File: src/rtl/fetch_cycle_if.sv
// Instruction-memory request/response bus between the fetch stage and imem.
// master = fetch side, slave = memory side.
interface fetch_cycle_if;
    logic        imem_req;
    logic [31:0] imem_addr;
    logic        imem_ready;
    logic        imem_rvalid;
    logic [31:0] imem_rdata;

    modport master (
        output imem_req, imem_addr,
        input  imem_ready, imem_rvalid, imem_rdata
    );

    modport slave (
        input  imem_req, imem_addr,
        output imem_ready, imem_rvalid, imem_rdata
    );
endinterface

File: src/rtl/fetch_cycle.sv
// RV32I fetch stage with IF/ID register: one outstanding imem request,
// redirect/stall/flush handling and a 1-entry hold buffer for stalled responses.
module fetch_cycle #(
    parameter logic [31:0] RESET_PC  = 32'h0000_0000,
    parameter logic [31:0] NOP_INSTR = 32'h0000_0013
) (
    input  logic                 clk,
    input  logic                 rst,
    input  logic                 StallF,
    input  logic                 StallD,
    input  logic                 FlushD,
    input  logic                 PCSrcE,
    input  logic [31:0]          PCTargetE,
    fetch_cycle_if.master        imem,
    output logic [31:0]          InstrD,
    output logic [31:0]          PCD,
    output logic [31:0]          PCPlus4D,
    output logic                 ValidD
);

    typedef enum logic [1:0] {IDLE, FETCH, WAIT, DROP} state_e;

    state_e      state_q, state_d;
    logic [31:0] pcf_q, pcf_d;
    logic [31:0] req_pc_q, req_pc_d;
    logic        hold_valid_q, hold_valid_d;
    logic [31:0] hold_instr_q, hold_instr_d;
    logic [31:0] hold_pc_q, hold_pc_d;
    logic [31:0] instr_q, instr_d;
    logic [31:0] pcd_q, pcd_d;
    logic [31:0] pcp4_q, pcp4_d;
    logic        valid_q, valid_d;

    logic        req;
    logic        accept;
    logic        resp;

    // req is built only from state, hold occupancy and hazard inputs, never from rvalid/rdata
    assign req    = (state_q == FETCH) && !StallF && !hold_valid_q && !PCSrcE;
    assign accept = req && imem.imem_ready;
    assign resp   = (state_q == WAIT) && imem.imem_rvalid && !PCSrcE && !FlushD;

    assign imem.imem_req  = req;
    assign imem.imem_addr = pcf_q;
    assign InstrD         = instr_q;
    assign PCD            = pcd_q;
    assign PCPlus4D       = pcp4_q;
    assign ValidD         = valid_q;

    always_comb begin
        state_d      = state_q;
        pcf_d        = pcf_q;
        req_pc_d     = req_pc_q;
        hold_valid_d = hold_valid_q;
        hold_instr_d = hold_instr_q;
        hold_pc_d    = hold_pc_q;
        instr_d      = instr_q;
        pcd_d        = pcd_q;
        pcp4_d       = pcp4_q;
        valid_d      = 1'b0;

        case (state_q)
            IDLE:    state_d = FETCH;
            FETCH:   if (accept) state_d = WAIT;
            WAIT:    if (imem.imem_rvalid) state_d = FETCH;
                     else if (PCSrcE) state_d = DROP;
            DROP:    if (imem.imem_rvalid) state_d = FETCH;
            default: state_d = IDLE;
        endcase

        if (accept) begin
            req_pc_d = pcf_q;
            pcf_d    = pcf_q + 32'd4;
        end
        if (PCSrcE) pcf_d = PCTargetE;

        if (FlushD) begin
            instr_d      = NOP_INSTR;
            pcd_d        = '0;
            pcp4_d       = '0;
            hold_valid_d = 1'b0;
        end else if (StallD) begin
            valid_d = valid_q;
            if (resp) begin
                hold_valid_d = 1'b1;
                hold_instr_d = imem.imem_rdata;
                hold_pc_d    = req_pc_q;
            end
        end else if (hold_valid_q && !PCSrcE) begin
            instr_d      = hold_instr_q;
            pcd_d        = hold_pc_q;
            pcp4_d       = hold_pc_q + 32'd4;
            valid_d      = 1'b1;
            hold_valid_d = 1'b0;
        end else if (resp) begin
            instr_d = imem.imem_rdata;
            pcd_d   = req_pc_q;
            pcp4_d  = req_pc_q + 32'd4;
            valid_d = 1'b1;
        end

        // a redirect makes any buffered (younger) instruction stale
        if (PCSrcE) hold_valid_d = 1'b0;
    end

    always_ff @(posedge clk or negedge rst) begin
        if (!rst) begin
            state_q      <= IDLE;
            pcf_q        <= RESET_PC;
            req_pc_q     <= '0;
            hold_valid_q <= 1'b0;
            hold_instr_q <= '0;
            hold_pc_q    <= '0;
            instr_q      <= NOP_INSTR;
            pcd_q        <= '0;
            pcp4_q       <= '0;
            valid_q      <= 1'b0;
        end else begin
            state_q      <= state_d;
            pcf_q        <= pcf_d;
            req_pc_q     <= req_pc_d;
            hold_valid_q <= hold_valid_d;
            hold_instr_q <= hold_instr_d;
            hold_pc_q    <= hold_pc_d;
            instr_q      <= instr_d;
            pcd_q        <= pcd_d;
            pcp4_q       <= pcp4_d;
            valid_q      <= valid_d;
        end
    end

endmodule
File: src/flat_wrapper.sv
// flat-port wrapper written by rule: the top's interface ports become plain ports
module fetch_cycle_flat 
#(
    parameter logic [31:0] RESET_PC  = 32'h0000_0000,
    parameter logic [31:0] NOP_INSTR = 32'h0000_0013
)
  (clk, rst, StallF, StallD, FlushD, PCSrcE, PCTargetE, InstrD, PCD, PCPlus4D, ValidD, imem_imem_req, imem_imem_addr, imem_imem_ready, imem_imem_rvalid, imem_imem_rdata);
  fetch_cycle_if imem_i ();
  input  logic clk;
  input  logic rst;
  input  logic StallF;
  input  logic StallD;
  input  logic FlushD;
  input  logic PCSrcE;
  input  logic [31:0] PCTargetE;
  output logic [31:0] InstrD;
  output logic [31:0] PCD;
  output logic [31:0] PCPlus4D;
  output logic ValidD;
  output wire logic [$bits(imem_i.imem_req)-1:0] imem_imem_req;
  output wire logic [$bits(imem_i.imem_addr)-1:0] imem_imem_addr;
  input wire logic [$bits(imem_i.imem_ready)-1:0] imem_imem_ready;
  input wire logic [$bits(imem_i.imem_rvalid)-1:0] imem_imem_rvalid;
  input wire logic [$bits(imem_i.imem_rdata)-1:0] imem_imem_rdata;
  assign imem_imem_req = imem_i.imem_req;
  assign imem_imem_addr = imem_i.imem_addr;
  assign imem_i.imem_ready = imem_imem_ready;
  assign imem_i.imem_rvalid = imem_imem_rvalid;
  assign imem_i.imem_rdata = imem_imem_rdata;
  fetch_cycle #(.RESET_PC(RESET_PC), .NOP_INSTR(NOP_INSTR)) u_core (.clk(clk), .rst(rst), .StallF(StallF), .StallD(StallD), .FlushD(FlushD), .PCSrcE(PCSrcE), .PCTargetE(PCTargetE), .imem(imem_i), .InstrD(InstrD), .PCD(PCD), .PCPlus4D(PCPlus4D), .ValidD(ValidD));
endmodule
File: config.mk
export PLATFORM = sky130hd
export DESIGN_NAME = fetch_cycle_flat
export DESIGN_NICKNAME = d
export VERILOG_FILES = /design/src/rtl/fetch_cycle_if.sv /design/src/rtl/fetch_cycle.sv /design/src/flat_wrapper.sv
export SDC_FILE = /design/constraint.sdc
export NUM_CORES = 1
export LEC_CHECK = 0
export ABC_AREA = 1
export CAP_MARGIN = 20
export CORE_MARGIN = 4
export CORE_UTILIZATION = 40
export DETAILED_ROUTE_END_ITERATION = 10
export PLACE_DENSITY = 0.71
export SLEW_MARGIN = 10
export SYNTH_ARGS = -nofsm -noshare
export SYNTH_HDL_FRONTEND = slang
export SYNTH_SLANG_ARGS = --single-unit
File: constraint.sdc
create_clock -name clk -period 2.1 [get_ports clk]
set_clock_uncertainty 0.1 [all_clocks]
set_input_delay 0.21 -clock clk [delete_from_list [all_inputs] [get_ports clk]]
set_output_delay 0.21 -clock clk [all_outputs]
set_load 0.02 [all_outputs]
# After elaboration in Yosys (flattened, before gate mapping)
# Cells that the tools add are included.
[classes]
n_mul = 0
n_div = 0
n_reduce_logical = 20
bitwise = 1
n_addsub = 3
n_shift = 0
muxes = 28
magnitude_cmp = 0
n_eq_ne = 8
[op_table]
columns = ["op", "n"]
rows = [
  ["32-bit two-way mux", 14],
  ["32-bit by 3-bit adder with 32-bit output (second input constant)", 3],
  ["1-bit two-way mux", 9],
  ["1-bit logical AND", 8],
  ["2-bit two-way mux", 4],
  ["2-bit one-hot mux with 4 select lines", 1],
  ["3-bit AND reduction", 2],
  ["2-bit equality test (second input constant)", 2],
  ["1-bit logical NOT", 4],
  ["2-bit by 1-bit != test with 1-bit output (second input constant)", 2],
  ["4-bit by 1-bit != test with 1-bit output (second input constant)", 1],
  ["2-bit AND reduction", 2],
  ["4-bit nonzero test", 1],
  ["3-bit != test (second input constant)", 1],
  ["3-bit nonzero test", 1],
  ["2-bit by 1-bit equality test with 1-bit output (second input constant)", 1],
  ["2-bit logical NOT", 1],
  ["2-bit != test (second input constant)", 1],
  ["2-bit nonzero test", 1],
  ["1-bit NOT", 1],
]
[word_totals]
ram_bits = 0
reg_bits = 228
word_cells = 70
latch_bits = 0
romBits = 0
inputBits = 72
out_inout_bits = 130
mem_count = 0

# Depth between registers and ports, before layout
[depth]
depth_word = 8
depth_mapped = 15
ltp_nobuf = 14

# Worst setup path before layout
# Ideal clock, no wire load.
[synth_timing]
path_type = "register to register"
start = "register u_core.hold_valid_q"
end = "register u_core.pcp4_q[24], in the netlist u_core.PCPlus4D[24]"
path_stages_with_launch = 15
period_less_slack_ns = 2.001
path_buffers = 3
setup_ns = 0.125
path_slack_ns = 0.099
arrival_ns = 1.777
path_cell_list = "dfrtp_1 buf_4 nand2_4 buf_6 o21ai_1 inv_1 ha_1 nand2_1 nor2_4 nand2_2 nor2_4 buf_4 nand3_1 nand3_1 nand3_1"
[synth_between]
elab_chain_cells = 4
elab_cells_between_ends = 6
cone_classes = "mux (3); reduce/logical (3)"
[synth_lines]
columns = ["item", "line", "rtl"]
rows = [
  ["start: declaration", "fetch_cycle.sv:26", "logic hold_valid_q, hold_valid_d;"],
  ["start signal: assignment", "fetch_cycle.sv:122", "hold_valid_q <= hold_valid_d;"],
  ["1-bit logical AND (*)", "fetch_cycle.sv:89", "end else if (hold_valid_q && !PCSrcE) begin"],
  ["32-bit two-way mux", "fetch_cycle.sv:89", ""],
  ["32-bit two-way mux", "fetch_cycle.sv:82", "end else if (StallD) begin"],
  ["32-bit two-way mux", "fetch_cycle.sv:77", "if (FlushD) begin"],
  ["end signal: assignment", "fetch_cycle.sv:127", "pcp4_q <= pcp4_d;"],
  ["end: declaration", "fetch_cycle.sv:31", "logic [31:0] pcp4_q, pcp4_d;"],
]
# Every way passes the cells marked *; elsewhere a longest branch is shown, timed or not. The select of a mux whose other input is x is not followed.
# A chain may end at the register's enable or synchronous reset.

# Worst setup path in the final report
[layout_timing]
start = "register u_core.pcf_q[11], in the netlist u_core.imem.imem_addr[11]"
end = "output imem_imem_addr[11]"
[layout_lines]
columns = ["item", "line", "rtl"]
rows = [
  ["start: declaration", "fetch_cycle.sv:24", "logic [31:0] pcf_q, pcf_d;"],
  ["start signal: assignment", "fetch_cycle.sv:120", "pcf_q <= pcf_d;"],
  ["end: declaration", "flat_wrapper.sv:21", "output wire logic [$bits(imem_i.imem_addr)-1:0] imem_imem_addr;"],
]
# No word-level cell between the ends.

==> impl_metrics.tcl <==
set metrics [dict create \
    worstPathArrival_ps 1700 \
    yosysSeqAreaShare_pct 51.8 \
    vias 9680 \
    setup_tns_ps 0 \
    startpoint_type "flop" \
    synth-edff-count 0 \
    slew_violations 0 \
    worstPathBufferInverterCount 1 \
    synth_cell_types 40 \
    chipHeight_um 173 \
    setup_viol 0 \
    status "finished, final reports clean" \
    crit_path_end "imem_imem_addr[11]" \
    clock-sinks 226 \
    worst_pin_slew_ps 598 \
    power_uw 13500 \
    postRouteAntennaNets 0 \
    grt_max_degree 67 \
    overflow 0 \
    critPathMaxFanout 8 \
    grt_pass1_vias 9562 \
    dp.cells 1863 \
    slowest_stage "clkdlybuf4s50_1" \
    r2r_end "u_core.PCPlus4D[19]$_DFFE_PN0P_" \
    drtIter0Drc 620 \
    power_density_nw_per_um2 900 \
    rr_worst_depth 12 \
    drc 0 \
    endpoint_kind "primary output" \
    wire_per_inst_um 15.9 \
    finalInstanceArea_um2 15100 \
    postSynthCellCount 1267 \
    netlist_area_um2 10900 \
    cpPeakStageDelay_ps 670 \
    worst-path-stages 1 \
    portBuffers 201 \
    fin_crit_ps 2010 \
    boundaryPins 202 \
    synthFlopType "dfrtp_1" \
    rows 60 \
    cp.required_ps 1790 \
    fillers 2352 \
    coreArea_um2 27000 \
    h-tree-depth 1 \
    max_freq_ghz 0.497 \
    fin_crit_sh_pct 95.8 \
    regToRegSetupSlack_ps 90 \
    hold_class "primary input to asynchronous set/reset pin" \
    instances_no_fill 1917 \
    drv_cap 0 \
    cts_tree "yes" \
    irDropWorstVdd_v 0.000483 \
    synth_area_per_cell_um2 8.63 \
    yosys.area.top_type "dfrtp_1" \
    synth_nets 1344 \
    ys_warn_count 0 \
    cp_top_family "buffers and inverters" \
    hold_viol_final 0 \
    antenna_cells_inserted 0 \
    reg2reg_from "u_core.hold_valid_q$_DFFE_PN0P_" \
    drive_gt1_share_pct 17.9 \
    area_growth_pct 37.7 \
    place_congestion 0.907 \
    drtPass1Iterations 7 \
    numCtsBuffers 25 \
    startpoint "u_core.imem.imem_addr[11]$_DFFE_PN0P_" \
    synth_top_area_share_pct 51.0 \
    grt_use_total_pct 19.5 \
    rsz0062_at_grt "true" \
    slew_headroom_pct 60.1 \
    cts_root_buf "clkbuf_16" \
    grt_pass1_wl_um 49400 \
    antenna_found_initial 0 \
    hold_ws_ps 118 \
    clkTransAtPathRegs_ps 60 \
    die_x_um 173 \
    ys_ff_latch 226 \
    via_per_inst 5.05 \
    hpwlAfterDp_um 22200 \
    cp_cell_sequence "clkdlybuf4s50_1" \
    cts_buffer_depth 3 \
    die_area_um2 30000 \
    final_nets 1637 \
    crit_type "flop to primary output" \
    placed_cell_area_um2 14100 \
    netlist_top_cells_count "nand2_1, dfrtp_1, o21ai_0, inv_1, nand3_1" \
    clk_latency_ps 520 \
    wl_um 30400 \
    synthArstFlopShare_pct 100 \
    yosysMostFrequentCell "nand2_1" \
    leakage_uw 0.00724 \
    ys_top_cells_by_area "dfrtp_1, nand2_1, o21ai_0, mux2_2, nand3_1" \
    initial_utilization_pct 40.6 \
]
state kept, by name, summed over array words and instances (netlist names):
register	count
u_core.InstrD	32
u_core.PCPlus4D	32
u_core.hold_instr_q	32
u_core.hold_pc_q	32
u_core.imem.imem_addr	32
u_core.req_pc_q	32
u_core.PCD	30
u_core.state_q	2
u_core.ValidD	1
u_core.hold_valid_q	1
cell families (layout without fill, tap and decap cells):
kind of cell	after synthesis	count (layout)	share of synthesized area [%]
buf+inv	160	468	6.33
mux	74	74	7.27
xor+xnor	17	17	1.36
flops	226	226	51.8
compound gates	181	181	8.94
simple gates	604	605	23.8
fa+ha+maj	5	5	0.572
worst reg2reg max path: stages, from the launching register on:
cell and delay, ps:
dfrtp_2 440, buf_12 190, inv_1 70, nor2_2 110, nand2_1 80, nand2_2 100
nand2_2 90, nor2_4 120, nand2_4 110, nor2_4 220, inv_2 60, o21bai_1 120
nand3_1 80
what timing repair did:
item	CTS	global route
gates cloned	0	1
gates resized for setup	4	47
endpoints found under the setup margin	12	30
pin swaps	1	7
hold buffers	1	0
hold endpoints to repair	216	0
buffers inserted	2	7
placed cells by master, fill, tap and decap left out, drive strengths merged:
| cell type | Yosys | routed |
|---|---|---|
| a21oi | 11 | 11 |
| a22o | 2 | 2 |
| a31oi | 4 | 4 |
| and2 | 1 | 1 |
| and3 | 1 | 1 |
| buf | 36 | 126 |
| clkbuf | 25 | 32 |
| clkdlybuf4s50 | 0 | 199 |
| clkinv | 1 | 8 |
| clkinvlp | 0 | 3 |
| dfrtp | 223 | 223 |
| dfstp | 3 | 3 |
| dlygate4sd3 | 0 | 1 |
| ha | 5 | 5 |
| inv | 98 | 99 |
| mux2 | 43 | 43 |
| mux2i | 31 | 31 |
| nand2 | 400 | 400 |
| nand3 | 90 | 90 |
| nand3b | 1 | 1 |
| nand4 | 21 | 21 |
| nor2 | 74 | 75 |
| nor3 | 16 | 16 |
| o211ai | 12 | 12 |
| o21a | 3 | 3 |
| o21ai | 142 | 142 |
| o21bai | 4 | 4 |
| o221ai | 3 | 3 |
| xnor2 | 2 | 2 |
| xor2 | 15 | 15 |
metal layers:
metal / part of all wire [%] / track usage [%] / vias up / routed length [µm]
met5: 0 / 0 / - / 0
met4: 2.8 / 5.65 / 0 / 847
met3: 6.1 / 3.47 / 56 / 1850
met2: 44 / 29.8 / 327 / 13300
met1: 47 / 28.7 / 4564 / 14400
li1: - / - / 4733 / -
how the worst min path moves through the flow:
| stage | startpoint | end | slack, ps | cells after the start |
|---|---|---|---|---|
| final | rst | u_core.imem.imem_addr[1]$_DFFE_PN0P_ | 120 | 2 |
| after global routing | PCTargetE[20] | u_core.imem.imem_addr[20]$_DFFE_PN0P_ | 160 | 3 |
| after CTS | PCTargetE[19] | u_core.imem.imem_addr[19]$_DFFE_PN0P_ | 130 | 3 |
| after detailed placement | rst | u_core.imem.imem_addr[1]$_DFFE_PN0P_ | 90 | 1 |
| after global placement | rst | u_core.imem.imem_addr[0]$_DFFE_PN0P_ | 90 | 1 |
| after floorplan | rst | u_core.InstrD[10]$_DFFE_PN0P_ | -190 | 0 |
area by class of cell:
type / count / area, µm² / share of cell area, %
multi-input cells: 882 / 4730 / 31.4
clock inverters: 11 / 70.1 / 0.465
flip-flops and latches: 226 / 5660 / 37.6
repair buffers: 326 / 3120 / 20.7
well taps: 341 / 427 / 2.83
clock buffers: 32 / 672 / 4.46
inverters: 99 / 374 / 2.49
report_power, final:
part / internal (µW) / switching [µW]
Combinational: 1690 / 1980
Sequential: 5200 / 646
Clock: 2260 / 1760
metrics by stage:
stage | worst slack, ps | utilization [%]
2_1_floorplan | 98.6 | -
3_3_place_gp | -292 | 52.2
3_5_place_dp | -365 | 52.2
4_1_cts | 1.62 | 55.1
5_1_grt | -54.4 | 55.9
6_report | 89.0 | 55.9
Note: power is estimated with default switching activity, not from simulation.
==> edit, RTL diff (same flow settings) <==
`hold_instr_q` and `hold_pc_q` no longer have a reset.
--- a/src/rtl/fetch_cycle.sv
+++ b/src/rtl/fetch_cycle.sv
@@ -111,4 +111,2 @@
             hold_valid_q <= 1'b0;
-            hold_instr_q <= '0;
-            hold_pc_q    <= '0;
             instr_q      <= NOP_INSTR;
@@ -122,4 +120,2 @@
             hold_valid_q <= hold_valid_d;
-            hold_instr_q <= hold_instr_d;
-            hold_pc_q    <= hold_pc_d;
             instr_q      <= instr_d;
@@ -131,2 +127,7 @@
 
+    always_ff @(posedge clk) begin
+        hold_instr_q <= hold_instr_d;
+        hold_pc_q    <= hold_pc_d;
+    end
+
 endmodule
Check against the original RTL: same outputs for any inputs over 4 cycles, from zero or initial values and one cycle with rst low; that may be too few to reach the edited logic, so the function may still have changed.
==> edit against the original RTL <==
  * Sequential share of layout area grew 2.8 points
  * Sequential cell count unchanged
  * Design area fell by 1.7%
  * Setup slack got worse by 0.031 ns
  * Final cell count down 6.1%
  * First-iteration DRC count is 4.0% higher
  * Clock power up 19%
  * Power is 0.45% higher
  * Wire length is 4.6% lower
  * Synthesized area fell by 5.1%
==> edit: results (changes against the original RTL) <==
stage	metric	value	unit	change
outcome	status	finished clean		unchanged
yosys	synth cell count leaders	nand2_1, dfrtp_1, o21ai_0		unchanged
worst_setup_path	worst reg2reg setup slack	0.10	ns	
yosys	yosys warns	0		unchanged
layout	layout cells sized above 1	0.1577		was 0.1789
route	wirelength, routed	29.03	mm	was 30.42 mm
yosys	Synth Area in XOR/XNOR	0.01351		was 0.01362
placed_design	Placed Cells	1743		was 1863
yosys	top post-synthesis cells by area	dfrtp_1, edfxtp_1, nand2_1, o21ai_0, nand3_1		was dfrtp_1, nand2_1, o21ai_0, mux2_2, nand3_1
worst_setup_path	Slowest-stage cell, CP	dfrtp_2		was clkdlybuf4s50_1
yosys	syn nets	1229		was 1344
worst_setup_path	slowest stage delay, CP	0.48	ns	was 0.67 ns
yosys	EDFF count, synth	64		was 0
placed_design	port bufs	201		unchanged
global_routing	largest net degree at the start of global routing	59		was 67
clocking	CTS buffer count	26		was 25
clocking	Clock Latency Late Sink	0.52	ns	about the same
worst_setup_path	crit-path leading delay family	flip-flops		was buffers and inverters
worst_setup_path	Worst Setup EP	imem_imem_req		was imem_imem_addr[11]
yosys	Distinct cells, synth	41		was 40
global_routing	vias in the first global route	8807		was 9562
route	vias	9009		was 9680
yosys	Syn Area/Cell	9.003	sq um	was 8.630 sq um
layout	Final Non-Filler Cells	1801		was 1917
hold_path	Hold Crit Class	input port to asynchronous set/reset pin		unchanged
clocking	CTS Buffer Depth	3		unchanged
worst_setup_path	worst-path fanout max	4		was 8
clocking	clk slew on worst S/H paths	0.06	ns	about the same
worst_setup_path	worst r2r dst	u_core.PCPlus4D[23]		was u_core.PCPlus4D[19]
timing	final worst-path setup slack	0.05786	ns	was 0.08905 ns
placed_design	dpl hpwl	21.06	mm	was 22.20 mm
worst_setup_path	CP arrival	1.73	ns	was 1.70 ns
global_routing	initial antenna violation count	0		unchanged
placed_design	Placer Congestion	0.9000		was 0.9074
yosys	Seq/Total Area, Yosys	0.5765		was 0.5176
worst_setup_path	CP Launch Point	u_core.hold_valid_q		was u_core.imem.imem_addr[11]
route	DR pass1 iterations	5		was 7
placed_design	pre-CTS setup slack	-0.3790	ns	was -0.3647 ns
global_routing	Total GRT Usage	0.1964		was 0.1955
power_and_ir_drop	worst vdd ir	533.3	uV	was 482.9 uV
layout	fillers	2157		was 2352
yosys	Synth Area in Adders	0.006032		was 0.005721
clocking	clk root buf	clkbuf_16		unchanged
worst_setup_path	R2R cell count	13		was 12
yosys	post-synthesis compound-gate area fraction	0.08867		was 0.08937
yosys	mux contribution to synthesized area	0.02992		was 0.07266
clocking	CTS H-tree depth	1		unchanged
power_and_ir_drop	leakage power figure	6.651	nW	was 7.237 nW
timing	Hold Slack	0.08206	ns	was 0.1179 ns
layout	Ant. Diodes	0		unchanged
global_routing	global-route wire length before repair	46.33	mm	was 49.38 mm
timing	Slew headroom	0.6187		was 0.6013
layout	Nets	1528		was 1637
yosys	Synth Flop Type	dfrtp_1		unchanged
route	DRT iter0 DRCs	645		was 620
placed_design	DP Area	13530	sq um	was 14070 sq um
yosys	FFs w/ async S/R, synth	0.7168		was 1.000
==> edit: changes by cell type in the layout (fill, tap and decap cells not counted), sizes merged, moves of 7 or more <==
cell / change
dfrtp: -64
edfxtp: +64
nand2: -49
mux2: -43
o21ai: -21
buf: -10
nand4: -8
nor2: +7
==> edit: what timing repair did <==
item | 4_1_cts | 5_1_grt
pin swaps | 1 | 18
setup endpoints to repair | 6 | 56
buffers inserted | 1 | 6
resized for setup | 7 | 68
hold buffers | 1 | 0
endpoints found under the hold margin | 159 | 0
gates cloned | 0 | 2
==> edit: layer usage <==
layer	share of wire	up-vias	track usage
met3	0.064	47	0.03223
met2	0.45	295	0.3054
met4	0.022	0	0.04655
met5	0	-	0
li1	-	4404	-
met1	0.46	4263	0.2905
==> edit: kinds of logic (layout without fill, tap and decap cells) <==
| kind of cell | after synthesis | in the layout |
|---|---|---|
| compound gates | 166 | 166 |
| xor+xnor | 16 | 16 |
| fa+ha+maj | 5 | 5 |
| buf+inv | 152 | 471 |
| flops | 226 | 226 |
| mux | 31 | 31 |
| simple gates | 556 | 556 |
==> edit: where the power goes <==
part	switching (W)	internal [W]	total (W)	leakage (nW)
Sequential	0.000412	0.00506	0.00547	2.72
Combinational	0.00187	0.00147	0.00334	3.49
Clock	0.00180	0.00299	0.00479	0.444
Total	0.00409	0.00952	0.0136	6.65
==> edit: area by class of cell <==
class                   instances  area [sq um]  share of cell area
clock inverters                17         214.0             0.01446
inverters                     105         396.6             0.02680
repair buffers                318          3078              0.2080
well taps                     330         412.9             0.02790
multi-input cells             774          4018              0.2715
clock buffers                  31         700.7             0.04734
flip-flops and latches        226          5981              0.4041
